File: src/rtl/mux_nway_buffered_pkg.sv
// mux_nway_buffered_pkg
// Shared definitions for the buffered N-way mux: the occupancy state encoding,
// the bad-select counter width and its saturation value, and a saturating
// increment helper.
package mux_nway_buffered_pkg;

    // Buffer occupancy; the numeric values match the entry count held.
    typedef enum logic [1:0] {
        StEmpty = 2'd0,
        StHalf  = 2'd1,
        StFull  = 2'd2
    } buf_state_e;

    localparam int unsigned CntW = 8;
    localparam logic [CntW-1:0] CntMax = {CntW{1'b1}};

    // Increment that sticks at CntMax instead of wrapping.
    function automatic logic [CntW-1:0] sat_inc(input logic [CntW-1:0] val);
        if (val == CntMax) begin
            return val;
        end
        return val + 1'b1;
    endfunction

endpackage

File: src/rtl/mux_nway_sel.sv
// mux_nway_sel
// Purely combinational N-way selector with range check. A select value at or
// beyond NUM_IN yields DEFAULT_VAL and raises sel_err.
//
// Ports:
//   in_data  - NUM_IN flattened sources, source i at [i*WIDTH +: WIDTH]
//   in_sel   - source index
//   sel_data - selected source (or DEFAULT_VAL when out of range)
//   sel_err  - 1 when in_sel >= NUM_IN
module mux_nway_sel #(
    parameter int unsigned         WIDTH       = 32,
    parameter int unsigned         NUM_IN      = 3,
    parameter int unsigned         SEL_W       = 2,
    parameter logic [WIDTH-1:0]    DEFAULT_VAL = '0
) (
    input  logic [NUM_IN*WIDTH-1:0] in_data,
    input  logic [SEL_W-1:0]        in_sel,
    output logic [WIDTH-1:0]        sel_data,
    output logic                    sel_err
);

    // Compare against each legal index rather than indexing by in_sel, so an
    // out-of-range select never forms an out-of-bounds slice.
    always_comb begin
        sel_data = DEFAULT_VAL;
        sel_err  = 1'b1;
        for (int unsigned i = 0; i < NUM_IN; i++) begin
            if (in_sel == SEL_W'(i)) begin
                sel_data = in_data[i*WIDTH +: WIDTH];
                sel_err  = 1'b0;
            end
        end
    end

endmodule

File: src/rtl/mux_nway_buffered.sv
// mux_nway_buffered
// N-way mux feeding a two-entry FIFO with valid/ready handshakes on both
// sides. The selected value (or DEFAULT_VAL on an out-of-range select) is
// registered on push and presented from the head register one cycle later.
// Out-of-range selects that are accepted are counted in a saturating counter.
//
// Ports:
//   clk         - clock, rising edge
//   reset       - synchronous active-high reset
//   in_data     - NUM_IN flattened sources
//   in_sel      - source index, sampled with in_data
//   in_valid    - offer on the input side
//   in_ready    - block can accept an offer this cycle
//   out_data    - head entry data
//   out_err     - head entry came from an out-of-range select
//   out_valid   - head entry is valid
//   out_ready   - consumer takes the head entry this cycle
//   bad_sel_cnt - accepted out-of-range selects, saturating
module mux_nway_buffered
    import mux_nway_buffered_pkg::*;
#(
    parameter int unsigned         WIDTH       = 32,
    parameter int unsigned         NUM_IN      = 3,
    parameter int unsigned         SEL_W       = 2,
    parameter logic [WIDTH-1:0]    DEFAULT_VAL = '0
) (
    input  logic                    clk,
    input  logic                    reset,
    input  logic [NUM_IN*WIDTH-1:0] in_data,
    input  logic [SEL_W-1:0]        in_sel,
    input  logic                    in_valid,
    output logic                    in_ready,
    output logic [WIDTH-1:0]        out_data,
    output logic                    out_err,
    output logic                    out_valid,
    input  logic                    out_ready,
    output logic [CntW-1:0]         bad_sel_cnt
);

    buf_state_e       state_q, state_d;
    logic [WIDTH-1:0] head_data_q, head_data_d;
    logic             head_err_q, head_err_d;
    logic [WIDTH-1:0] tail_data_q, tail_data_d;
    logic             tail_err_q, tail_err_d;
    logic [CntW-1:0]  cnt_q, cnt_d;

    logic [WIDTH-1:0] sel_data;
    logic             sel_err;
    logic             push;
    logic             pop;

    mux_nway_sel #(
        .WIDTH       (WIDTH),
        .NUM_IN      (NUM_IN),
        .SEL_W       (SEL_W),
        .DEFAULT_VAL (DEFAULT_VAL)
    ) u_sel (
        .in_data  (in_data),
        .in_sel   (in_sel),
        .sel_data (sel_data),
        .sel_err  (sel_err)
    );

    // Handshake status comes only from registered state (and reset), so there
    // is no combinational path from out_ready to in_ready.
    assign in_ready  = (state_q != StFull) && !reset;
    assign out_valid = (state_q != StEmpty);
    assign push      = in_valid && in_ready;
    assign pop       = out_valid && out_ready;

    assign out_data    = head_data_q;
    // Head data is kept after the last pop; the error flag is masked instead.
    assign out_err     = head_err_q && out_valid;
    assign bad_sel_cnt = cnt_q;

    always_comb begin
        state_d     = state_q;
        head_data_d = head_data_q;
        head_err_d  = head_err_q;
        tail_data_d = tail_data_q;
        tail_err_d  = tail_err_q;
        cnt_d       = cnt_q;

        if (push && sel_err) begin
            cnt_d = sat_inc(cnt_q);
        end

        unique case (state_q)
            StEmpty: begin
                if (push) begin
                    head_data_d = sel_data;
                    head_err_d  = sel_err;
                    state_d     = StHalf;
                end
            end
            StHalf: begin
                if (push && pop) begin
                    // Head is consumed this edge, so the new entry becomes head.
                    head_data_d = sel_data;
                    head_err_d  = sel_err;
                end else if (push) begin
                    tail_data_d = sel_data;
                    tail_err_d  = sel_err;
                    state_d     = StFull;
                end else if (pop) begin
                    state_d = StEmpty;
                end
            end
            StFull: begin
                // in_ready is low here, so push cannot occur.
                if (pop) begin
                    head_data_d = tail_data_q;
                    head_err_d  = tail_err_q;
                    state_d     = StHalf;
                end
            end
            default: begin
                state_d = StEmpty;
            end
        endcase
    end

    always_ff @(posedge clk) begin
        if (reset) begin
            state_q     <= StEmpty;
            head_data_q <= '0;
            head_err_q  <= 1'b0;
            tail_data_q <= '0;
            tail_err_q  <= 1'b0;
            cnt_q       <= '0;
        end else begin
            state_q     <= state_d;
            head_data_q <= head_data_d;
            head_err_q  <= head_err_d;
            tail_data_q <= tail_data_d;
            tail_err_q  <= tail_err_d;
            cnt_q       <= cnt_d;
        end
    end

endmodule

File: config.mk
export PLATFORM = sky130hd
export DESIGN_NAME = mux_nway_buffered
export DESIGN_NICKNAME = d
export VERILOG_FILES = /design/src/rtl/mux_nway_buffered_pkg.sv /design/src/rtl/mux_nway_sel.sv /design/src/rtl/mux_nway_buffered.sv
export SDC_FILE = /design/constraint.sdc
export NUM_CORES = 1
export LEC_CHECK = 0
export BUFFER_PORTS_ARGS = -buffer_cell sky130_fd_sc_hd__buf_2
export CORE_MARGIN = 8
export CORE_UTILIZATION = 49
export DETAILED_ROUTE_END_ITERATION = 12
export PLACE_DENSITY = 0.78
export SYNTH_ARGS = -nofsm -noshare
export SYNTH_HDL_FRONTEND = slang
export SYNTH_SLANG_ARGS = --single-unit
File: constraint.sdc
create_clock -name clk -period 2.91 [get_ports clk]
set_input_delay 0.1455 -clock clk [delete_from_list [all_inputs] [get_ports clk]]
set_output_delay 0.1455 -clock clk [all_outputs]
set_load 0.005 [all_outputs]
After elaboration in Yosys (flattened, before gate mapping)

Cells that the tools add are included.

Output and inout port bits: 43
Input port bits: 102
Register bits: 76
Word-level logic and storage cells: 58

Bitwise logic cells: 1
Eq/ne operators: 12
Muxes and demuxes: 23
Reductions and logical operators: 15
$add $sub $neg: 1

Operators with widths:

| cell                  | count |
|---|---|
| $mux W32              | 6 |
| $pmux W32 S3          | 1 |
| $ne A2 B2 Y1 const B  | 6 |
| $mux W2               | 5 |
| $add A8 B1 Y8 const B | 1 |
| $eq A8 B8 Y1 const B  | 1 |
| $mux W1               | 8 |
| $mux W8               | 1 |
| $reduce_and A4 Y1     | 2 |
| $logic_and A1 B1 Y1   | 6 |
| $pmux W2 S3           | 1 |
| $eq A2 B1 Y1 const B  | 2 |
| $eq A2 B2 Y1 const B  | 2 |
| $logic_not A2 Y1      | 2 |
| $ne A3 B3 Y1 const B  | 1 |
| $pmux W1 S3           | 1 |
| $reduce_and A3 Y1     | 1 |
| $reduce_bool A3 Y1    | 1 |
| $reduce_and A2 Y1     | 1 |
| $reduce_bool A2 Y1    | 1 |
| $logic_not A1 Y1      | 1 |
| $not A1 Y1            | 1 |

Depth between registers and ports, before layout

Gate-level depths: netlist of run 1.

Depth after elaboration: 8
Depth in mapped cells: 7
Mapped depth without buffers: 5

Hierarchy

Synthesis of run 1 repeated with hierarchy kept, for this count alone.

Cell total of the unflattened synthesis: 429
Area, all modules: 4067.7 um^2

By module, submodules not included:

| module            | seq. area each (um^2) | area each (um^2) | times used | cells an instance |
|---|---|---|---|---|
| mux_nway_buffered | 1521.5                | 3120.5           | 1          | 351 |
| mux_nway_sel      | 0.0                   | 947.2            | 1          | 78 |

Worst setup path after synthesis of run 1

OpenSTA, ideal clock, no wires.

Path type: register to register
Start point: reg cnt_q[0], in the netlist bad_sel_cnt[0]
End point: reg cnt_q[4], in the netlist bad_sel_cnt[4]
Clock period less this slack: 1846 ps
Required time: 2787 ps
Cell stages (with the launch flop): 6
Path slack: 1064 ps
Library setup time: 123 ps
Data arrival time: 1723 ps
Buffers on the path: 0
Cell sequence: dfxtp_1 ha_1 and4_4 a2111oi_4 nand4_1 mux2_1

Cells in the longest elaborated chain, start to end: 5
Elaborated cells between the ends (all ways): 7
Those cells by class: add/sub: 1; eq/ne: 2; mux: 3; reduce/logical: 1

RTL lines:

| what                               | RTL line                    | text |
|---|---|---|
| start, declared                    | mux_nway_buffered.sv:45     | `logic [CntW-1:0] cnt_q, cnt_d;` |
| start signal, assigned             | mux_nway_buffered.sv:137    | `cnt_q <= cnt_d;` |
| $eq A8 B8 Y1                       | mux_nway_buffered_pkg.sv:19 | `if (val == CntMax) begin` |
| $mux W1                            | mux_nway_buffered_pkg.sv:19 |  |
| $mux W1                            | mux_nway_buffered.sv:84     | `if (push && sel_err) begin` |
| $ne A2 B2 Y1 (no source line)      | -                           |  |
| $reduce_and A2 Y1 (no source line) | -                           |  |

Several ways; a longest one is shown, not always the timed one. The select of a mux whose other input is x is not followed.
A chain may end at the register's enable or synchronous reset.

Final worst setup path of run 1

Ends and elaborated chain as after synthesis.

==> impl_metrics.py, run 1 <==
metrics = {
    "status": {
        "status": "finished, final reports clean",
    },
    "power_and_ir_drop": {
        "powerDensity_nw_per_um2": 497.8,
        "irDropWorstVdd_uv": 307.3,
        "leakage_nw": 2.023,
    },
    "synth": {
        "netlist_top_cells_count": "76 x dfxtp_1, 74 x nor2_1, 36 x mux2i_1",
        "yosysMostFrequentCell": "dfxtp_1",
        "ys_seq_elements": 76,
        "synth_top_area_share_pct": 43.07,
        "synth_edf_count": 0,
        "yosys_warnings": 0,
        "synth_top_area_cell": "dfxtp_1",
        "synth.net_count": 468,
        "synth.yosys.seq_area_share_pct": 43.07,
        "async_flop_share_pct": 0,
        "netlist_instances": 365,
        "netlist_top_cells_area": "dfxtp_1 43%, mux2i_1 10%, a221o_1 9.1%",
        "ys_types": 41,
        "synthFlopType": "dfxtp_1",
        "avgSynthCellArea_sq_um": 9.677,
        "synthesis.area_sq_um": 3532,
    },
    "setup_path": {
        "crit_fanout": 6,
        "r2r_cells": 5,
        "crit_type": "reg2reg",
        "crit_path_start": "bad_sel_cnt[0]$_SDFFE_PP0P_",
        "cp.arrival_ns": 2.22,
        "regToRegSetupSlack_ns": 0.91,
        "r2r-end": "bad_sel_cnt[4]$_SDFFE_PP0P_",
        "cp-end-kind": "register",
        "r2r_start": "bad_sel_cnt[0]$_SDFFE_PP0P_",
        "startpoint_type": "register",
        "crit_end": "bad_sel_cnt[4]$_SDFFE_PP0P_",
        "cp_data_required_time_ns": 3.12,
    },
    "drt": {
        "drc": 0,
        "ant_nets": 0,
        "routed_wl_microns": 9958,
        "drt_iter0_drc": 193,
        "drt-pass1-iter-count": 4,
        "vias_per_cell": 5.618,
        "vias": 3354,
        "wire_per_inst_microns": 16.68,
    },
    "timing": {
        "worst_pin_slew_ns": 0.7503,
        "finalHoldViolCount": 0,
        "clock-skew-final_ns": 0.008377,
        "fin_crit_sh_pct": 68.85,
        "slew_violations": 0,
        "finalSetupViolations": 0,
        "fmax_mhz": 499.1,
        "rsz0062_at_grt": "false",
        "relSlewSlack_pct": 49.88,
        "finalCriticalPeriod_ns": 2.004,
        "fin_setup_tns_ns": 0,
    },
    "floorplanning": {
        "core_sq_um": 7098,
        "fp-row-count": 31,
        "initial_core_util_pct": 49.76,
        "chipHeight_microns": 100.9,
        "ios": 145,
        "dieArea_sq_um": 10180,
        "dieWidth_microns": 100.9,
    },
    "worst_hold_path": {
        "holdCritPathClass": "in2reg",
    },
    "clocking": {
        "clockBufferDepth": 2,
        "holdBufCountCts": 0,
        "clock_sinks": 76,
        "htree_levels": 3,
        "cts_buffers": 9,
        "cts_setup_buffers": 0,
        "post_cts_resized": 0,
        "clk_pin_slew_ns": 0.08,
        "insertion_delay_ns": 0.33,
        "cts_root_buf": "clkbuf_8",
        "cts_tree": "built",
    },
    "final_layout": {
        "finish.utilization_pct": 63.05,
        "nets": 597,
        "syn_to_final_growth_pct": 26.71,
        "antenna_cells": 0,
        "drive_gt1_share_pct": 35.94,
        "nFillCells": 617,
    },
    "place": {
        "globalplace.congestion": 0.8466,
        "io_buffers": 144,
        "hpwl_microns": 7291,
    },
    "grt": {
        "antenna_found_initial": 0,
        "overflow": 0,
        "grt_usage_pct": 19.62,
        "grt_max_degree": 40,
        "grt_pass1_wl_microns": 16170,
        "grt_pass1_vias": 3432,
    },
    "job": {
        "max-cap-violations": 0,
    },
}
-- worst min-delay path by stage --
stage | slack [ns] | startpoint | end | cells after the start
final | 0.06 | out_ready | state_q[1]$_SDFFE_PP0P_ | 2
after CTS | 0.04 | out_ready | state_q[1]$_SDFFE_PP0P_ | 2
after global placement | 0.39 | out_ready | state_q[1]$_SDFFE_PP0P_ | 2
after floorplan | 0.22 | out_ready | state_q[1]$_SDFFE_PP0P_ | 1
after global routing | 0.06 | out_ready | state_q[1]$_SDFFE_PP0P_ | 2
after detailed placement | 0.40 | out_ready | state_q[1]$_SDFFE_PP0P_ | 2
-- logic make-up (layout without fill, tap and decap cells) --
group	after synthesis	in the layout	share of synthesized area (%)
compound gates	110	110	27.10
simple gates	101	101	13.07
flops	76	76	43.07
mux	38	38	10.84
buf+inv	38	171	5.314
fa+ha+maj	1	1	0.3542
xor+xnor	1	1	0.2480
-- layer usage --
metal,global-route usage (%),wire [microns]
met1,22.73,4230
met2,33.16,4850
met4,8.820,182
met5,0,0
met3,5.041,695
-- critical path: stages (launching register included) --
cell and delay (ns):
dfxtp_1 0.35, ha_1 0.27, and4_4 0.23, a2111oi_4 0.54
nand4_1 0.16, mux2_1 0.33
-- area by class of cell --
cell class / instances / area, sq um / area share (%)
Multi-Input combinational cell: 251 / 1836 / 41.01
Sequential cell: 76 / 1521 / 34.00
Timing Repair Buffer: 154 / 795.8 / 17.78
Clock buffer: 11 / 141.4 / 3.159
Tap cell: 99 / 123.9 / 2.768
Clock inverter: 4 / 50.05 / 1.118
Inverter: 2 / 7.507 / 0.1677
-- where the power goes --
part	internal (W)	leakage, nW	switching (W)
clock network	0.000414	0.0914	0.000365
registers	0.00108	0.618	0.0000249
logic	0.000174	1.31	0.000167
-- per-stage QoR --
| step | setup slack (ns) | total power, W | cells | cell area [sq um] | hold slack [ns] |
|---|---|---|---|---|---|
| finish | 0.9064 | 0.002228 | 597 | 4476 | 0.05563 |
| global route | 0.7681 | 0.002321 | 597 | 4476 | 0.05740 |
| CTS | 0.8971 | 0.002242 | 597 | 4476 | 0.04107 |
| detailed placement | 0.9113 | 0.001475 | 582 | 4284 | 0.3955 |
| global placement | 1.004 | 0.001465 | 582 | 4284 | 0.3936 |
| floorplan | 1.064 | 0.001331 | 365 | 3532 | 0.2223 |
-- placed cells by master (no fill, tap or decap), drive strengths merged, types with 2 or more instances in the layout --
cell type / synthesis / layout
a221o: 32 / 32
nand2b: 4 / 4
nor2: 74 / 74
clkbuf: 11 / 11
a2bb2oi: 31 / 31
a211oi: 33 / 33
buf: 25 / 154
nand3: 4 / 4
nand4: 2 / 2
nor2b: 6 / 6
dfxtp: 76 / 76
mux2i: 36 / 36
mux2: 2 / 2
a21oi: 5 / 5
inv: 2 / 2
clkinvlp: 0 / 2
-- registers in the layout, summed over array words and instances, names as in the netlist --
signal	flops
bad_sel_cnt	8
head_err_q	1
out_data	32
state_q	2
tail_data_q	32
tail_err_q	1
(Power assumes the default switching activity.)
==> inputs of run 2 (changes only) <==
- CORE_UTILIZATION: 49 -> 48
- PLACE_DENSITY: 0.78 -> 0.77
- clock period: 2.91 -> 2.1 ns (I/O delays scaled with it)
==> run 2 against run 1 <==
  * Via count is 0.45% lower
  * Clock power increased by 35%
  * Final cell count is 1.3% higher
  * Count of clock-buffer cells in the layout is 1 higher
  * Flip-flop and latch count did not move
  * Final area is 2.0% higher
  * Wire length rose by 0.91%
  * Utilization grew 0.59 points
  * Worst hold slack improved by 0.072 ns
  * Setup slack worse by 0.67 ns
  * Sequential power grew 39%
==> impl_metrics.py, run 2 (synthesis results as in run 1) <==
metrics = {
    "status": {
        "status": "finished, final reports clean",
    },
    "floorplanning": {
        "dieArea_sq_um": 10360,
        "chipHeight_microns": 101.8,
        "ios": 145,
        "dieWidth_microns": 101.8,
        "fp-row-count": 31,
        "core_sq_um": 7176,
        "initial_core_util_pct": 49.22,
    },
    "setup_path": {
        "crit_fanout": 11,
        "critPathTopFamily": "buffers and inverters",
        "cpMostUsedCell": "buf_4",
        "cpMaxStageDelayCell": "dlygate4sd3_1",
        "cp.arrival_ns": 2.09,
        "cp_data_required_time_ns": 2.32,
        "crit_type": "in2reg",
        "slowest_delay_ns": 0.54,
        "crit_chain": "dlygate4sd3_1 > buf_2 > nor2b_1 > buf_4 > or3_1 > buf_4 > nor2_1 > a221o_1",
        "startpoint_type": "primary input",
        "cp-end-kind": "register",
        "cp.buffers_inverters": 4,
    },
    "drt": {
        "vias_per_cell": 5.519,
        "drt_iter0_drc": 139,
        "vias": 3339,
        "wire_per_inst_microns": 16.61,
        "drc": 0,
        "routed_wl_microns": 10050,
        "ant_nets": 0,
        "drt-pass1-iter-count": 4,
    },
    "timing": {
        "relSlewSlack_pct": 36.65,
        "clock-skew-final_ns": 0.005766,
        "rsz0062_at_grt": "false",
        "finalHoldViolCount": 0,
        "fmax_mhz": 535.3,
        "worst_pin_slew_ns": 0.9459,
        "finalSetupViolations": 0,
        "fin_setup_tns_ns": 0,
        "slew_violations": 0,
        "finalCriticalPeriod_ns": 1.868,
        "fin_crit_sh_pct": 88.96,
    },
    "grt": {
        "grt_usage_pct": 19.20,
        "antenna_found_initial": 0,
        "grt_pass1_vias": 3323,
        "met2_usage_pct": 33.45,
        "busiest_layer": "met2",
        "grt_max_degree": 54,
        "overflow": 0,
        "gr-usage-met1_pct": 21.76,
        "grt_util_met3_pct": 5.704,
        "grt_pass1_wl_microns": 15800,
    },
    "clocking": {
        "clk_pin_slew_ns": 0.08,
        "insertion_delay_ns": 0.34,
        "cts_tree": "built",
        "clockBufferDepth": 2,
        "cts_buffers": 9,
        "htree_levels": 3,
        "cts_root_buf": "clkbuf_8",
        "clock_sinks": 76,
    },
    "place": {
        "hpwl_microns": 7331,
        "io_buffers": 144,
        "dp.cells": 588,
        "globalplace.congestion": 0.7612,
    },
    "power_and_ir_drop": {
        "p_int_w": 0.002304,
        "p_sw_share_pct": 25.03,
        "p_switching_w": 0.0007690,
        "irDropWorstVdd_uv": 362.8,
        "pwr-share-clk_pct": 34.1,
        "powerDensity_nw_per_um2": 672.8,
        "total_power_w": 0.003073,
        "seqPwrFrac_pct": 50.0,
        "leakage_nw": 2.065,
        "p_comb_share_pct": 15.9,
    },
    "final_layout": {
        "antenna_cells": 0,
        "stdcell_count": 605,
        "nets": 604,
        "syn_to_final_growth_pct": 29.30,
        "mostFrequentLayoutCells": "144 x buf_2, 76 x dfxtp_1, 72 x nor2_1",
        "finish.utilization_pct": 63.64,
        "drive_gt1_share_pct": 36.36,
        "layout_commonest_cell": "buf_2",
    },
    "job": {
        "max-cap-violations": 0,
    },
    "worst_hold_path": {
        "holdCritPathClass": "in2reg",
    },
}
-- run 2: what timing repair did --
| item | 4_1_cts | 5_1_grt |
|---|---|---|
| gates resized for setup | 1 | 0 |
| hold buffers | 1 | 0 |
| buffers inserted | 0 | 0 |
| endpoints found under the hold margin | 1 | 0 |
| setup endpoints to repair | 3 | 0 |
-- run 2: per-stage QoR --
| step | hold WS (ns) | worst slack, ns | cell area (sq um) |
|---|---|---|---|
| floorplan | 0.1818 | 0.2539 | 3532 |
| global placement | 0.3424 | 0.1278 | 4367 |
| detailed placement | 0.3588 | 0.02858 | 4367 |
| CTS | 0.1101 | 0.2624 | 4567 |
| global route | 0.1280 | 0.08096 | 4567 |
| finish | 0.1273 | 0.2318 | 4567 |
-- run 2: worst min-delay path: cells and delay by family --
family / cells / cell delay (ns)
simple gates: 1 / 0.09
compound gates: 2 / 0.16
buf+inv: 1 / 0.08
-- run 2: power by group through the flow --
stage,clock network (W),registers (W),logic (W)
after floorplan,0,0.00157,0.000279
after global routing,0.00113,0.00154,0.000537
after CTS,0.00107,0.00154,0.000494
final,0.00105,0.00154,0.000489
after detailed placement,0,0.00157,0.000490
after global placement,0,0.00157,0.000473
-- run 2: cell type report --
cell class | instances | area (sq um)
multi-input cells | 251 | 1841
clock buffers | 12 | 135.1
fillers | 630 | 2609
flip-flops and latches | 76 | 1521
clock inverters | 4 | 50.05
repair buffers | 161 | 888.4
well taps | 99 | 123.9
inverters | 2 | 7.507
-- run 2: path summary, 6_finish.rpt --
kind | cells past startpoint | slack, ns | startpoint | endpoint
worst max-delay path | 8 | 0.23 | out_ready | out_data[3]$_SDFFE_PP0P_
worst min-delay path | 4 | 0.13 | in_data[91] | out_data[27]$_SDFFE_PP0P_
worst max register to register | 6 | 0.25 | state_q[0]$_SDFFE_PP0P_ | out_data[3]$_SDFFE_PP0P_
worst min register to register | 2 | 0.48 | head_err_q$_SDFFE_PP0P_ | head_err_q$_SDFFE_PP0P_
-- run 2: per-layer routing --
| layer | share of wire, % | vias up |
|---|---|---|
| met1 | 42 | 1572 |
| met2 | 50 | 113 |
| met3 | 6.7 | 8 |
| met4 | 1.1 | 0 |
| li1 | - | 1646 |
| met5 | 0 | - |
==> inputs of run 3 (changes only) <==
- PLACE_DENSITY: 0.77 -> 0.81
==> run 3 against run 2 <==
  * Sequential power about the same
  * Total power grew 7.7%
  * Final cell count is 0.50% higher
  * First-iteration DRC count rose by 3.6%
  * Sequential share of layout area shrank 0.25 points
  * Die area unchanged
  * Count of clock-buffer cells in the layout stayed put
  * Register-to-register slack about the same
  * Setup slack gained 0.022 ns
  * Utilization grew 0.49 points
  * Combinational power barely moved
  * Flip-flop and latch count unchanged
  * Highest routed layer unchanged
==> impl_metrics.py, run 3 (synthesis results as in run 1) <==
metrics = {
    "status": {
        "status": "finished, final reports clean",
    },
    "drt": {
        "routed_wl_microns": 10300,
        "drc": 0,
        "ant_nets": 0,
        "vias_per_cell": 5.533,
        "drt_iter0_drc": 144,
        "wire_per_inst_microns": 16.95,
        "vias": 3364,
        "drt-pass1-iter-count": 4,
    },
    "power_and_ir_drop": {
        "pwr-share-clk_pct": 38.8,
        "p_switching_w": 0.0007944,
        "leakage_nw": 2.103,
        "powerDensity_nw_per_um2": 719.2,
        "p_int_w": 0.002515,
        "seqPwrFrac_pct": 46.4,
        "p_sw_share_pct": 24.00,
        "irDropWorstVdd_uv": 339.8,
        "p_comb_share_pct": 14.8,
    },
    "final_layout": {
        "syn_to_final_growth_pct": 30.29,
        "multi_input_area_sq_um": 1841,
        "layout_commonest_cell": "buf_2",
        "regArea_sq_um": 1521,
        "nets": 607,
        "drive_gt1_share_pct": 37.33,
        "mostFrequentLayoutCells": "144 x buf_2, 76 x dfxtp_1, 72 x nor2_1",
        "antenna_cells": 0,
        "stdcell_count": 608,
        "nFillCells": 585,
    },
    "setup_path": {
        "critPathTopFamily": "simple AND/OR/NAND/NOR gates",
        "cp.arrival_ns": 2.09,
        "slowest_delay_ns": 0.72,
        "startpoint_type": "register",
        "cpMaxStageDelayCell": "nor2b_1",
        "crit_path_start": "state_q[1]$_SDFFE_PP0P_",
        "crit_type": "reg2reg",
        "crit_fanout": 7,
        "cp.buffers_inverters": 0,
        "cp_data_required_time_ns": 2.34,
        "cp-end-kind": "register",
        "crit_chain": "nor2b_1 > nor4_4 > nand3_1 > mux2_2",
        "r2r_start": "state_q[1]$_SDFFE_PP0P_",
    },
    "timing": {
        "finalCriticalPeriod_ns": 1.846,
        "fin_crit_sh_pct": 87.90,
        "rsz0062_at_grt": "false",
        "fmax_mhz": 541.7,
        "worst_pin_slew_ns": 0.8523,
        "finalSetupViolations": 0,
        "fin_setup_tns_ns": 0,
        "finalHoldViolCount": 0,
        "clock-skew-final_ns": 0.007600,
        "slew_violations": 0,
        "relSlewSlack_pct": 43.06,
    },
    "clocking": {
        "htree_levels": 3,
        "clk_pin_slew_ns": 0.08,
        "clock_sinks": 76,
        "cts_root_buf": "clkbuf_8",
        "cts_buffers": 9,
        "clockBufferDepth": 2,
        "cts_setup_buffers": 0,
        "cts_tree": "built",
        "insertion_delay_ns": 0.35,
    },
    "grt": {
        "antenna_found_initial": 0,
        "grt_pass1_vias": 3467,
        "overflow": 0,
        "grt_usage_pct": 20.10,
        "grt_pass1_wl_microns": 16460,
        "grt_max_degree": 40,
    },
    "job": {
        "max-cap-violations": 0,
    },
    "place": {
        "globalplace.congestion": 0.8111,
        "hpwl_microns": 7655,
        "io_buffers": 144,
        "dp.cells": 591,
    },
    "floorplanning": {
        "fp-row-count": 31,
        "dieArea_sq_um": 10360,
        "chipHeight_microns": 101.8,
        "ios": 145,
        "initial_core_util_pct": 49.22,
        "core_sq_um": 7176,
        "dieWidth_microns": 101.8,
    },
    "worst_hold_path": {
        "worstHoldStart": "in_data[94]",
        "holdCritPathClass": "in2reg",
    },
}
-- run 3: changes by cell type in the layout (fill, tap and decap cells not counted) --
cell / before / now
clkinv_2: 1 / 2
clkbuf_8: 9 / 12
clkinvlp_4: 2 / 0
buf_4: 13 / 19
clkbuf_1: 3 / 0
bufinv_16: 1 / 2
buf_12: 3 / 0
-- run 3: worst paths after layout --
kind,to,slack (ns),depth (start not counted)
setup / recovery,bad_sel_cnt[7]$_SDFFE_PP0P_,0.25,4
hold reg to reg,out_data[5]$_SDFFE_PP0P_,0.48,1
hold / removal,out_data[30]$_SDFFE_PP0P_,0.11,4
setup reg to reg,bad_sel_cnt[7]$_SDFFE_PP0P_,0.25,4
-- run 3: worst reg2reg max path, delay by kind of cell, from the launching register on --
| kind | cells | cell delay (ns) |
|---|---|---|
| DFF | 1 | 0.42 |
| muxes | 1 | 0.33 |
| and+or+nand+nor | 3 | 1.00 |
-- run 3: power groups by stage --
| stage | Clock [W] | Combinational (W) | Sequential (W) |
|---|---|---|---|
| detailed placement | 0 | 0.000486 | 0.00157 |
| global placement | 0 | 0.000472 | 0.00157 |
| finish | 0.00128 | 0.000489 | 0.00154 |
| floorplan | 0 | 0.000279 | 0.00157 |
| CTS | 0.00131 | 0.000490 | 0.00154 |
| global route | 0.00135 | 0.000536 | 0.00154 |
-- run 3: cell type report --
cell class              instances  share of cell area [%]
multi-input cells             251                   39.99
flip-flops and latches         76                   33.06
repair buffers                164                   18.98
clock buffers                  12                   3.589
well taps                      99                   2.692
clock inverters                 4                   1.523
inverters                       2                  0.1631
-- run 3: per-stage QoR --
step / instance area (sq um) / util (%) / setup WS (ns) / power [W] / hold WS, ns
after CTS: 4597 / 64.06 / 0.03995 / 0.003332 / 0.09416
after global placement: 4352 / 60.65 / 0.1480 / 0.002039 / 0.3295
after global routing: 4602 / 64.13 / 0.1207 / 0.003432 / 0.1176
after detailed placement: 4352 / 60.65 / 0.06955 / 0.002055 / 0.3589
final: 4602 / 64.13 / 0.2541 / 0.003310 / 0.1063
after floorplan: 3532 / - / 0.2539 / 0.001845 / 0.1818
-- run 3: repair_timing --
action / in CTS / in global routing
endpoints found under the hold margin: 1 / 0
hold buffers: 1 / 0
setup endpoints to repair: 0 / 10
gates resized for setup: 0 / 1
-- run 3: routing by layer --
layer / global-route usage (%) / wire [microns] / vias up
li1: - / - / 1653
met4: 8.820 / 150 / 0
met5: 0 / 0 / -
met2: 34.00 / 5194 / 122
met1: 22.73 / 4160 / 1576
met3: 6.186 / 797 / 13
